$ cat src/rtl/dual_ram_arb.sv
// dual_ram_arb
// Arbiter and sequencer that lets two clients share one port of the dual-port
// RAM. One single-word access is issued per cycle. Read data is routed back to
// the client that issued the read.
//
// Ports:
//   sclk, srst_n            clock, asynchronous active-low reset
//   reqN, weN, addrN,       client N request (held until gntN), write flag,
//   wdataN                  address and write data
//   gntN                    one-cycle pulse: client N's access is on the RAM port
//   rvldN, rdataN           one-cycle read-return pulse; rdataN holds its value
//   ram_en, ram_we,         RAM port controls driven for the granted access
//   ram_addr, ram_wdata
//   ram_rdata               RAM read data, valid RD_LAT cycles after a read enable
module dual_ram_arb #(
  parameter int AW        = 8,
  parameter int DW        = 16,
  parameter int RD_LAT    = 1,
  parameter int MAX_BURST = 4
) (
  input  logic          sclk,
  input  logic          srst_n,
  input  logic          req0,
  input  logic          req1,
  input  logic          we0,
  input  logic          we1,
  input  logic [AW-1:0] addr0,
  input  logic [AW-1:0] addr1,
  input  logic [DW-1:0] wdata0,
  input  logic [DW-1:0] wdata1,
  output logic          gnt0,
  output logic          gnt1,
  output logic          rvld0,
  output logic          rvld1,
  output logic [DW-1:0] rdata0,
  output logic [DW-1:0] rdata1,
  output logic          ram_en,
  output logic          ram_we,
  output logic [AW-1:0] ram_addr,
  output logic [DW-1:0] ram_wdata,
  input  logic [DW-1:0] ram_rdata
);

  typedef enum logic [1:0] {IDLE, OWN0, OWN1} state_t;

  // Last allowed index of a contended burst; the grant after it goes to the other client.
  localparam logic [3:0] BURST_LIM = 4'(MAX_BURST - 1);

  state_t     state, state_nxt;
  logic       ptr, ptr_nxt;
  logic [3:0] burst_cnt, burst_nxt;
  logic       grant0, grant1;

  // Return pipeline: stage 0 is loaded in the cycle after the read is on the
  // port, and the output register below is the final stage.
  logic [RD_LAT-1:0] pipe_vld;
  logic [RD_LAT-1:0] pipe_id;

  // Arbitration state register.
  always_ff @(posedge sclk or negedge srst_n) begin
    if (!srst_n) begin
      state     <= IDLE;
      ptr       <= 1'b0;
      burst_cnt <= '0;
    end else begin
      state     <= state_nxt;
      ptr       <= ptr_nxt;
      burst_cnt <= burst_nxt;
    end
  end

  // Grant decision. An ownership change always clears the burst count and
  // points the priority at the client that lost. A client requesting alone
  // keeps the port without counting against its burst.
  always_comb begin
    state_nxt = state;
    ptr_nxt   = ptr;
    burst_nxt = burst_cnt;
    grant0    = 1'b0;
    grant1    = 1'b0;
    case (state)
      IDLE: begin
        if (req0 && (!req1 || !ptr)) begin
          grant0    = 1'b1;
          state_nxt = OWN0;
          burst_nxt = '0;
          ptr_nxt   = 1'b1;
        end else if (req1) begin
          grant1    = 1'b1;
          state_nxt = OWN1;
          burst_nxt = '0;
          ptr_nxt   = 1'b0;
        end
      end
      OWN0: begin
        if (req0 && (!req1 || burst_cnt < BURST_LIM)) begin
          grant0 = 1'b1;
          if (req1) burst_nxt = burst_cnt + 4'd1;
        end else if (req1) begin
          grant1    = 1'b1;
          state_nxt = OWN1;
          burst_nxt = '0;
          ptr_nxt   = 1'b0;
        end else begin
          state_nxt = IDLE;
          burst_nxt = '0;
        end
      end
      OWN1: begin
        if (req1 && (!req0 || burst_cnt < BURST_LIM)) begin
          grant1 = 1'b1;
          if (req0) burst_nxt = burst_cnt + 4'd1;
        end else if (req0) begin
          grant0    = 1'b1;
          state_nxt = OWN0;
          burst_nxt = '0;
          ptr_nxt   = 1'b1;
        end else begin
          state_nxt = IDLE;
          burst_nxt = '0;
        end
      end
      default: begin
        state_nxt = IDLE;
        burst_nxt = '0;
      end
    endcase
  end

  // Issue register: the winning client's access appears on the RAM port
  // together with its grant pulse. Idle cycles drive zeros.
  always_ff @(posedge sclk or negedge srst_n) begin
    if (!srst_n) begin
      gnt0      <= 1'b0;
      gnt1      <= 1'b0;
      ram_en    <= 1'b0;
      ram_we    <= 1'b0;
      ram_addr  <= '0;
      ram_wdata <= '0;
    end else begin
      gnt0      <= grant0;
      gnt1      <= grant1;
      ram_en    <= grant0 | grant1;
      ram_we    <= grant0 ? we0 : (grant1 & we1);
      ram_addr  <= grant0 ? addr0 : (grant1 ? addr1 : '0);
      ram_wdata <= grant0 ? wdata0 : (grant1 ? wdata1 : '0);
    end
  end

  // Track each issued read and its client. gnt1 identifies the issuer.
  always_ff @(posedge sclk or negedge srst_n) begin
    if (!srst_n) begin
      pipe_vld <= '0;
      pipe_id  <= '0;
    end else begin
      pipe_vld[0] <= ram_en & ~ram_we;
      pipe_id[0]  <= gnt1;
      for (int i = 1; i < RD_LAT; i++) begin
        pipe_vld[i] <= pipe_vld[i-1];
        pipe_id[i]  <= pipe_id[i-1];
      end
    end
  end

  // The last stage lines up with valid RAM data; capture it for the owner.
  always_ff @(posedge sclk or negedge srst_n) begin
    if (!srst_n) begin
      rvld0  <= 1'b0;
      rvld1  <= 1'b0;
      rdata0 <= '0;
      rdata1 <= '0;
    end else begin
      rvld0 <= pipe_vld[RD_LAT-1] & ~pipe_id[RD_LAT-1];
      rvld1 <= pipe_vld[RD_LAT-1] & pipe_id[RD_LAT-1];
      if (pipe_vld[RD_LAT-1] && !pipe_id[RD_LAT-1]) rdata0 <= ram_rdata;
      if (pipe_vld[RD_LAT-1] && pipe_id[RD_LAT-1])  rdata1 <= ram_rdata;
    end
  end

endmodule

$ cat config.mk
export PLATFORM = sky130hd
export DESIGN_NAME = dual_ram_arb
export DESIGN_NICKNAME = d
export VERILOG_FILES = /design/src/rtl/dual_ram_arb.sv
export SDC_FILE = /design/constraint.sdc
export NUM_CORES = 1
export LEC_CHECK = 0
export ABC_AREA = 1
export BUFFER_PORTS_ARGS = -buffer_cell sky130_fd_sc_hd__buf_2
export CORE_MARGIN = 4
export CORE_UTILIZATION = 25
export DETAILED_ROUTE_END_ITERATION = 8
export PLACE_DENSITY = 0.54
export SYNTH_ARGS = -nofsm -noshare
export SYNTH_HDL_FRONTEND = slang
export SYNTH_SLANG_ARGS = --single-unit
export TNS_END_PERCENT = 30
$ cat constraint.sdc
create_clock -name sclk -period 2 [get_ports sclk]
set_clock_uncertainty 0.15 [all_clocks]
set_input_delay 0.1 -clock sclk [delete_from_list [all_inputs] [get_ports sclk]]
set_output_delay 0.1 -clock sclk [all_outputs]
set_load 0.01 [all_outputs]
==> results_dict.tcl, run 1 <==
set metrics [dict create \
    die_area_um2 14200 \
    wl_um 8850 \
    tightestPinTransition_ps 474 \
    vias 2922 \
    drtIter0Drc 220 \
    start_kind "register" \
    end_kind "register" \
    area_growth_pct 61.3 \
    die_y_um 119 \
    final_common_cell "buf_2" \
    p_leak_nw 2.59 \
    path_class "register to register" \
    antenna_left 0 \
    synth-simple-area-share_pct 18.5 \
    setup_viol 0 \
    antenna_found_initial 0 \
    r2r_end "ram_wdata[14]" \
    synth_adder_area_share_pct 2.43 \
    finalNonFillerCells 696 \
    synthesis.area_um2 3100 \
    finalCriticalPeriod_ps 1840 \
    outcome "finished clean" \
    wl_met2_um 4350 \
    avgRoutedWirePerCell_um 12.7 \
    p_int_mw 4.62 \
    swShare_pct 36.0 \
    design.core.area_um2 12100 \
    pin_count 132 \
    diodes 0 \
    rsz0062_at_grt "false" \
    clk_pin_slew_ps 60 \
    crit_path_frequent_cell "nand2_1" \
    dp_cells 612 \
    fmax_mhz 542 \
    clock_path_buffers 2 \
    clkPwrFrac_pct 26.9 \
    grt_pass1_vias 2956 \
    cts_tree "done" \
    min_period_over_period_pct 92.2 \
    worstPathArrival_ps 1950 \
    p_comb_share_pct 40.1 \
    power_mw 7.22 \
    hp-class "input port to register" \
    dr.pass1.iters 4 \
    hold_violations 0 \
    fin_nets 599 \
    cts_inserted_buffers 9 \
    wl_met3_um 584 \
    p_per_area_nw_per_um2 1450 \
    clock-root-buffer "clkbuf_16" \
    whs_endpoint "state[1]" \
    grt.overflow.total 0 \
    top_layer_used "met4" \
    synth_top_family_by_area "simple AND/OR/NAND/NOR gates" \
    synth.avg_cell_area_um2 9.58 \
    synth_compound_area_share_pct 13.9 \
    insertion_delay_ps 330 \
    yosys_warnings 0 \
    port_buffers 131 \
    dp_hpwl_um 5930 \
    grt_usage_pct 12.6 \
    cts.sink_count 71 \
    viasPerCell 4.20 \
    synthMuxAreaShare_pct 0 \
    path_cells "inv_1 -> ha_1 -> nand2_1 -> a21oi_2 -> nand2_2 -> nand2_8 -> buf_12 -> nand2_1 -> o21ai_2" \
    r2r_start "state[0]" \
    max_slew_margin_pct 68.4 \
    maxSlewViolCount 0 \
    cts.htree.levels 3 \
    p_seq_share_pct 33.1 \
    yosysSeqAreaShare_pct 57.4 \
    ys_types 22 \
    die_x_um 119 \
    synth_xor_area_share_pct 0 \
    start_util_pct 25.7 \
    fin_tns_setup_ps 0 \
    ys_ff_latch 71 \
    synthCells 323 \
    vdd_drop_max_mv 0.450 \
    layout-drive-gt1-share_pct 35.4 \
    layout_common_cells "buf_2, nand2_1, dfrtp_1" \
    hold_depth 5 \
    crit_path_max_incr_delay_ps 410 \
    num_rows 40 \
    cp.required_ps 2110 \
    critPathMaxFanout 23 \
    maxCapViolCount 0 \
    regToRegSetupSlack_ps 160 \
    grt_first_pass_wirelength_um 14400 \
    p_sw_mw 2.60 \
    reg2reg_depth 9 \
    drc 0 \
    worstHoldStart "req1" \
    grt_max_degree 38 \
    syn-num-nets 399 \
    met1_length_um 3760 \
    slowest_stage "dfrtp_1" \
    place_congestion 0.749 \
]
flip-flops by register name, summed over array words and instances, names as in the netlist:
register   flops
burst_cnt      4
rvld0          1
ram_addr       8
gnt0           1
rdata0        16
state          2
ptr            1
ram_en         1
rvld1          1
ram_we         1
pipe_id        1
rdata1        16
pipe_vld       1
ram_wdata     16
gnt1           1
cells by family after synthesis:
family	after synthesis
simple gates	130
flops	71
compound gates	67
buf+inv	49
fa+ha+maj	6
power groups by stage:
stage          clock network (mW)  logic [mW]  registers (mW)
6_report                     1.94        2.89            2.39
3_3_place_gp                    0        2.72            2.40
5_1_grt                      2.05        3.24            2.48
4_1_cts                      2.00        2.88            2.39
3_5_place_dp                    0        2.77            2.41
2_1_floorplan                   0        1.43            2.71
metrics by stage:
step	area, um^2	setup WS (ps)	hold slack, ps	utilization, %
2_1_floorplan	3100	370	-346	-
3_3_place_gp	3930	185	-64.8	32.6
3_5_place_dp	3930	141	-49.7	32.6
4_1_cts	4960	121	103	41.1
5_1_grt	4990	5.09	142	41.4
6_report	4990	156	110	41.4
final cells by class:
type                            instances  area, um^2
Clock buffer                           10         229
Clock inverter                          6         133
Fill cell                            1175        7070
Inverter                               33         124
Multi-Input combinational cell        203        1100
Sequential cell                        71        1780
Tap cell                              168         210
Timing Repair Buffer                  205        1420
worst max-delay path by stage:
stage / depth (start not counted) / slack (ps) / to / start
after floorplan: 8 / 370 / ram_addr[0] / state[0]
after global placement: 10 / 190 / ram_en / state[1]
after detailed placement: 9 / 140 / ram_wdata[9] / state[0]
after CTS: 9 / 120 / ram_wdata[9] / state[0]
after global routing: 9 / 5 / ram_wdata[10] / state[0]
final: 9 / 160 / ram_wdata[14] / state[0]
Yosys cell counts, drive strengths merged:
master / number / area [um^2]
ha: 6 / 75.1
and3: 1 / 6.26
a21oi: 4 / 23.8
clkinv: 1 / 3.75
clkbuf: 7 / 26.3
o21ai: 63 / 405
inv: 32 / 120
nand3b: 3 / 22.5
nor3: 1 / 10.0
nand3: 34 / 170
nand2: 85 / 339
nor2: 6 / 25.0
buf: 9 / 91.3
dfrtp: 71 / 1780
critical path, delay by kind of cell, from the launching register on:
family | cells | cell delay [ps]
buffers and inverters | 2 | 290
and+or+nand+nor | 4 | 430
adders and majority gates | 1 | 250
AOI/OAI and AO/OA | 2 | 230
DFF | 1 | 410
repair_timing:
| item | CTS | global route |
|---|---|---|
| setup endpoints to repair | 0 | 22 |
| hold buffers | 67 | 0 |
| buffers inserted | 0 | 1 |
| endpoints found under the hold margin | 91 | 0 |
| resized for setup | 0 | 4 |
per-layer routing:
layer  track usage (%)  vias to the layer above
met3              3.51                       16
met2              20.7                      110
li1                  -                     1449
met4              4.78                        0
met1              15.7                     1347
met5                 0                        -
Power figures use the tool's default switching activity.
==> run 2: changes to the inputs <==
--- a/config.mk
+++ b/config.mk
@@ -11,6 +11,7 @@
 export CORE_UTILIZATION = 25
 export DETAILED_ROUTE_END_ITERATION = 8
 export PLACE_DENSITY = 0.54
+export REMOVE_ABC_BUFFERS = 1
 export SYNTH_ARGS = -nofsm -noshare
 export SYNTH_HDL_FRONTEND = slang
 export SYNTH_SLANG_ARGS = --single-unit
==> run 2 against run 1 <==
Against the previous run:
- critical path depth shrank 1
- non-clock buffer count up 6
- largest cell class unchanged
- register-to-register slack about the same
- combinational power grew 6%
- fmax increased by 0.51%
- utilization up 0.13 points
==> results_dict.tcl, run 2 (synthesized netlist as in run 1, its figures left out) <==
set metrics [dict create \
    outcome "finished clean" \
    wl_um 9050 \
    diodes 0 \
    hold_violations 0 \
    drtIter0Drc 201 \
    vias 2992 \
    cts.htree.levels 3 \
    grt_pass1_vias 2991 \
    start_util_pct 25.7 \
    p_per_area_nw_per_um2 1410 \
    vdd_drop_max_mv 0.574 \
    max_slew_margin_pct 73.4 \
    insertion_delay_ps 330 \
    dp_cells 612 \
    die_y_um 119 \
    place_congestion 0.758 \
    viasPerCell 4.26 \
    die_x_um 119 \
    drc 0 \
    antenna_found_initial 0 \
    pre_cts_ws_ps 127 \
    area_growth_pct 61.8 \
    cts.sink_count 71 \
    maxCapViolCount 0 \
    path_class "register to register" \
    grt_max_degree 42 \
    maxSlewViolCount 0 \
    cp.required_ps 2080 \
    finalCriticalPeriod_ps 1830 \
    crit_start "state[0]" \
    fin_nets 605 \
    cts_tree "done" \
    setup_viol 0 \
    largestRegisters "ram_wdata: 16 flops, rdata0: 16 flops, rdata1: 16 flops" \
    critPathMaxFanout 12 \
    finalNonFillerCells 702 \
    worstPathArrival_ps 1910 \
    min_period_over_period_pct 91.7 \
    rsz0062_at_grt "false" \
    layout_common_cells "buf_2, nand2_1, dfrtp_1" \
    layout-drive-gt1-share_pct 36.1 \
    dp_hpwl_um 5960 \
    hp-class "input port to asynchronous set/reset pin" \
    grt.overflow.total 0 \
    end_kind "register" \
    fmax_mhz 545 \
    grt_first_pass_wirelength_um 14400 \
    r2r_start "state[0]" \
    final_common_cell "buf_2" \
    clk_pin_slew_ps 60 \
    port_buffers 131 \
    pin_count 132 \
    clock_path_buffers 2 \
    antenna_left 0 \
    dr.pass1.iters 4 \
    num_rows 40 \
    avgRoutedWirePerCell_um 12.9 \
    regToRegSetupSlack_ps 170 \
    layout_setup_ws_ps 165 \
    p_leak_nw 2.59 \
    cts_inserted_buffers 9 \
    design.core.area_um2 12100 \
    die_area_um2 14200 \
    start_kind "register" \
    grt_usage_pct 12.7 \
    tightestPinTransition_ps 399 \
    clock-root-buffer "clkbuf_16" \
]
run 2: changes by cell type in the layout (fill, tap and decap cells not counted), sizes merged:
cell      change
buf           +4
bufinv        -3
clkinvlp      +3
clkbuf        +2
clkinv        -1
inv           +1
run 2: report_power, final:
group | total, mW | switching [mW] | internal, mW
Sequential | 2.40 | 0.296 | 2.10
Clock | 1.59 | 0.623 | 0.969
Combinational | 3.06 | 1.75 | 1.31
run 2: what timing repair did:
| action | CTS | global route |
|---|---|---|
| endpoints found under the setup margin | 0 | 25 |
| hold buffers | 67 | 0 |
| buffers inserted | 0 | 5 |
| endpoints found under the hold margin | 128 | 0 |
| gates resized for setup | 0 | 4 |
run 2: area by class of cell:
| cell class | count | area [um^2] |
|---|---|---|
| fillers | 1176 | 7050 |
| flip-flops and latches | 71 | 1780 |
| multi-input cells | 203 | 1100 |
| inverters | 33 | 124 |
| clock buffers | 10 | 229 |
| well taps | 168 | 210 |
| repair buffers | 211 | 1500 |
| clock inverters | 6 | 68.8 |
run 2: per-layer routing:
layer  global-route usage [%]  wire length (um)
met4                     3.04                95
met1                     14.5              3720
met3                     5.84               812
met5                        0                 0
met2                     21.8              4430
run 2: worst paths after layout:
check,cells past startpoint,to
setup / recovery,8,ram_wdata[8]
hold / removal,2,rdata0[13]
setup reg to reg,8,ram_wdata[8]
hold reg to reg,0,pipe_id
max in group asynchronous,3,ptr
min in group sclk,4,ram_en
run 2: worst max-delay path, stage by stage, from the launching register on:
cell and delay, ps:
dfrtp_1 410, inv_1 110, ha_2 210, nand3_1 120
a21oi_2 190, nand2_2 120, nand2_8 140, clkbuf_16 200
o21ai_2 70
run 2: through the flow:
| step | util [%] | instance area (um^2) | TNS [ps] | hold slack [ps] | power [mW] |
|---|---|---|---|---|---|
| finish | 41.5 | 5010 | 0 | 101 | 7.05 |
| floorplan | - | 2980 | -3310 | -346 | 3.94 |
| detailed placement | 32.6 | 3930 | 0 | -92.8 | 5.18 |
| global placement | 32.6 | 3930 | 0 | -96.9 | 5.12 |
| CTS | 40.6 | 4900 | 0 | 59.7 | 6.92 |
| global route | 41.5 | 5010 | 0 | 124 | 7.60 |
==> run 3: changes to the inputs <==
--- a/config.mk
+++ b/config.mk
@@ -8,9 +8,9 @@
 export ABC_AREA = 1
 export BUFFER_PORTS_ARGS = -buffer_cell sky130_fd_sc_hd__buf_2
 export CORE_MARGIN = 4
-export CORE_UTILIZATION = 25
+export CORE_UTILIZATION = 47
 export DETAILED_ROUTE_END_ITERATION = 8
-export PLACE_DENSITY = 0.54
+export PLACE_DENSITY = 0.86
 export REMOVE_ABC_BUFFERS = 1
 export SYNTH_ARGS = -nofsm -noshare
 export SYNTH_HDL_FRONTEND = slang
==> run 3 against run 2 <==
Against the previous run:
- critical path depth rose by 2
- register-to-register slack worse by 20 ps
- total power is 4.9% lower
- worst hold slack got worse by 16 ps
- fmax shrank 1.3%
==> results_dict.tcl, run 3 (synthesized netlist as in run 1, its figures left out) <==
set metrics [dict create \
    outcome "finished clean" \
    dp_hpwl_um 5310 \
    drc 0 \
    cts_inserted_buffers 9 \
    p_comb_share_pct 43.5 \
    grt_max_degree 72 \
    swShare_pct 39.3 \
    grt_first_pass_wirelength_um 14700 \
    layout_common_cells "buf_2, nand2_1, dfrtp_1" \
    vdd_drop_max_mv 1.01 \
    cts.htree.levels 3 \
    hold_violations 0 \
    cts.sink_count 71 \
    rsz0062_at_grt "false" \
    tightestPinTransition_ps 366 \
    cts_tree "done" \
    p_seq_share_pct 35.8 \
    grt_pass1_vias 3120 \
    p_leak_nw 2.53 \
    num_rows 29 \
    critPathMaxFanout 26 \
    die_area_um2 7950 \
    grt_usage_pct 24.2 \
    clock_path_buffers 2 \
    cts_post_setup_buffers_inserted 0 \
    die_y_um 89.2 \
    antenna_found_initial 0 \
    largestRegisters "ram_wdata: 16 flops, rdata0: 16 flops, rdata1: 16 flops" \
    path_class "register to register" \
    insertion_delay_ps 340 \
    power_mw 6.70 \
    finalCriticalPeriod_ps 1860 \
    maxCapViolCount 0 \
    area_growth_pct 52.7 \
    setup_viol 0 \
    fin_nets 598 \
    max_slew_margin_pct 75.6 \
    die_x_um 89.2 \
    postLayoutCoreUtil_pct 74.0 \
    drtIter0Drc 160 \
    worstPathArrival_ps 1980 \
    clk_pin_slew_ps 80 \
    end_kind "register" \
    fmax_mhz 538 \
    p_per_area_nw_per_um2 1420 \
    port_buffers 131 \
    layout-drive-gt1-share_pct 35.1 \
    start_kind "register" \
    p_int_mw 4.07 \
    maxSlewViolCount 0 \
    clock-root-buffer "clkbuf_8" \
    start_util_pct 48.5 \
    min_period_over_period_pct 93.0 \
    final_common_cell "buf_2" \
    avgRoutedWirePerCell_um 15.6 \
    n_fill_cell 414 \
    design.core.area_um2 6390 \
    cp.required_ps 2120 \
    hp-class "input port to register" \
    vias 3103 \
    place_congestion 0.912 \
    antenna_left 0 \
    wl_um 9440 \
    fin_tns_setup_ps 0 \
    pin_count 132 \
    viasPerCell 5.14 \
    clkPwrFrac_pct 20.7 \
    p_sw_mw 2.63 \
    grt.overflow.total 0 \
    dr.pass1.iters 4 \
    diodes 0 \
]
==> run 3: area by class of cell <==
class                      count  area [um^2]  share of cell area [%]
tap                           77         96.3                    2.04
sequential                    71         1780                    37.6
clock inverter                 7          120                    2.54
clock buffer                   9          124                    2.62
multi-input combinational    203         1080                    22.8
inverter                      33          124                    2.62
timing repair buffer         204         1410                    29.8
==> run 3: final timing paths <==
| check | slack, ps | depth (start not counted) | endpoint | from |
|---|---|---|---|---|
| max | 140 | 10 | ram_wdata[7] | state[1] |
| min | 90 | 4 | ram_en | req1 |
| max reg2reg | 140 | 10 | ram_wdata[7] | state[1] |
| min reg2reg | 240 | 0 | pipe_id | gnt1 |
| max in group asynchronous | 1250 | 3 | rdata0[9] | srst_n |
| min in group asynchronous | 150 | 3 | rvld1 | srst_n |
==> run 3: what timing repair did <==
| action | in CTS | in global routing |
|---|---|---|
| gates resized for setup | 0 | 0 |
| hold buffers | 67 | 0 |
| endpoints found under the setup margin | 0 | 0 |
| endpoints found under the hold margin | 128 | 0 |
==> run 3: power by group through the flow <==
stage | clock, mW | combinational (mW) | sequential, mW
4_1_cts | 1.42 | 2.87 | 2.37
2_1_floorplan | 0 | 1.23 | 2.71
3_3_place_gp | 0 | 2.65 | 2.37
6_report | 1.39 | 2.92 | 2.40
5_1_grt | 1.48 | 3.24 | 2.46
3_5_place_dp | 0 | 2.75 | 2.39
==> run 3: critical path, stage by stage, from the launching register on <==
cell and delay [ps]:
dfrtp_1 420, inv_1 110, ha_1 260, nand2_1 100
inv_1 70, nand2_1 50, nand2_1 60, inv_2 40
nand2_4 220, nand3_1 160, o21ai_2 140
==> run 3: per-layer routing <==
| metal | global-route usage, % | wire length, um |
|---|---|---|
| met1 | 27.5 | 3550 |
| met2 | 42.3 | 4800 |
| met4 | 9.34 | 263 |
| met5 | 0 | 0 |
| met3 | 7.83 | 828 |
==> run 3: through the flow <==
step | std cells | setup slack [ps] | area [um^2] | hold WS [ps]
after floorplan | 307 | -132 | 2980 | -346
after global placement | 521 | 261 | 3810 | -0.566
after detailed placement | 521 | 179 | 3810 | 2.87
after CTS | 604 | 143 | 4730 | 52.4
after global routing | 604 | 3.75 | 4730 | 106
final | 604 | 140 | 4730 | 86.0
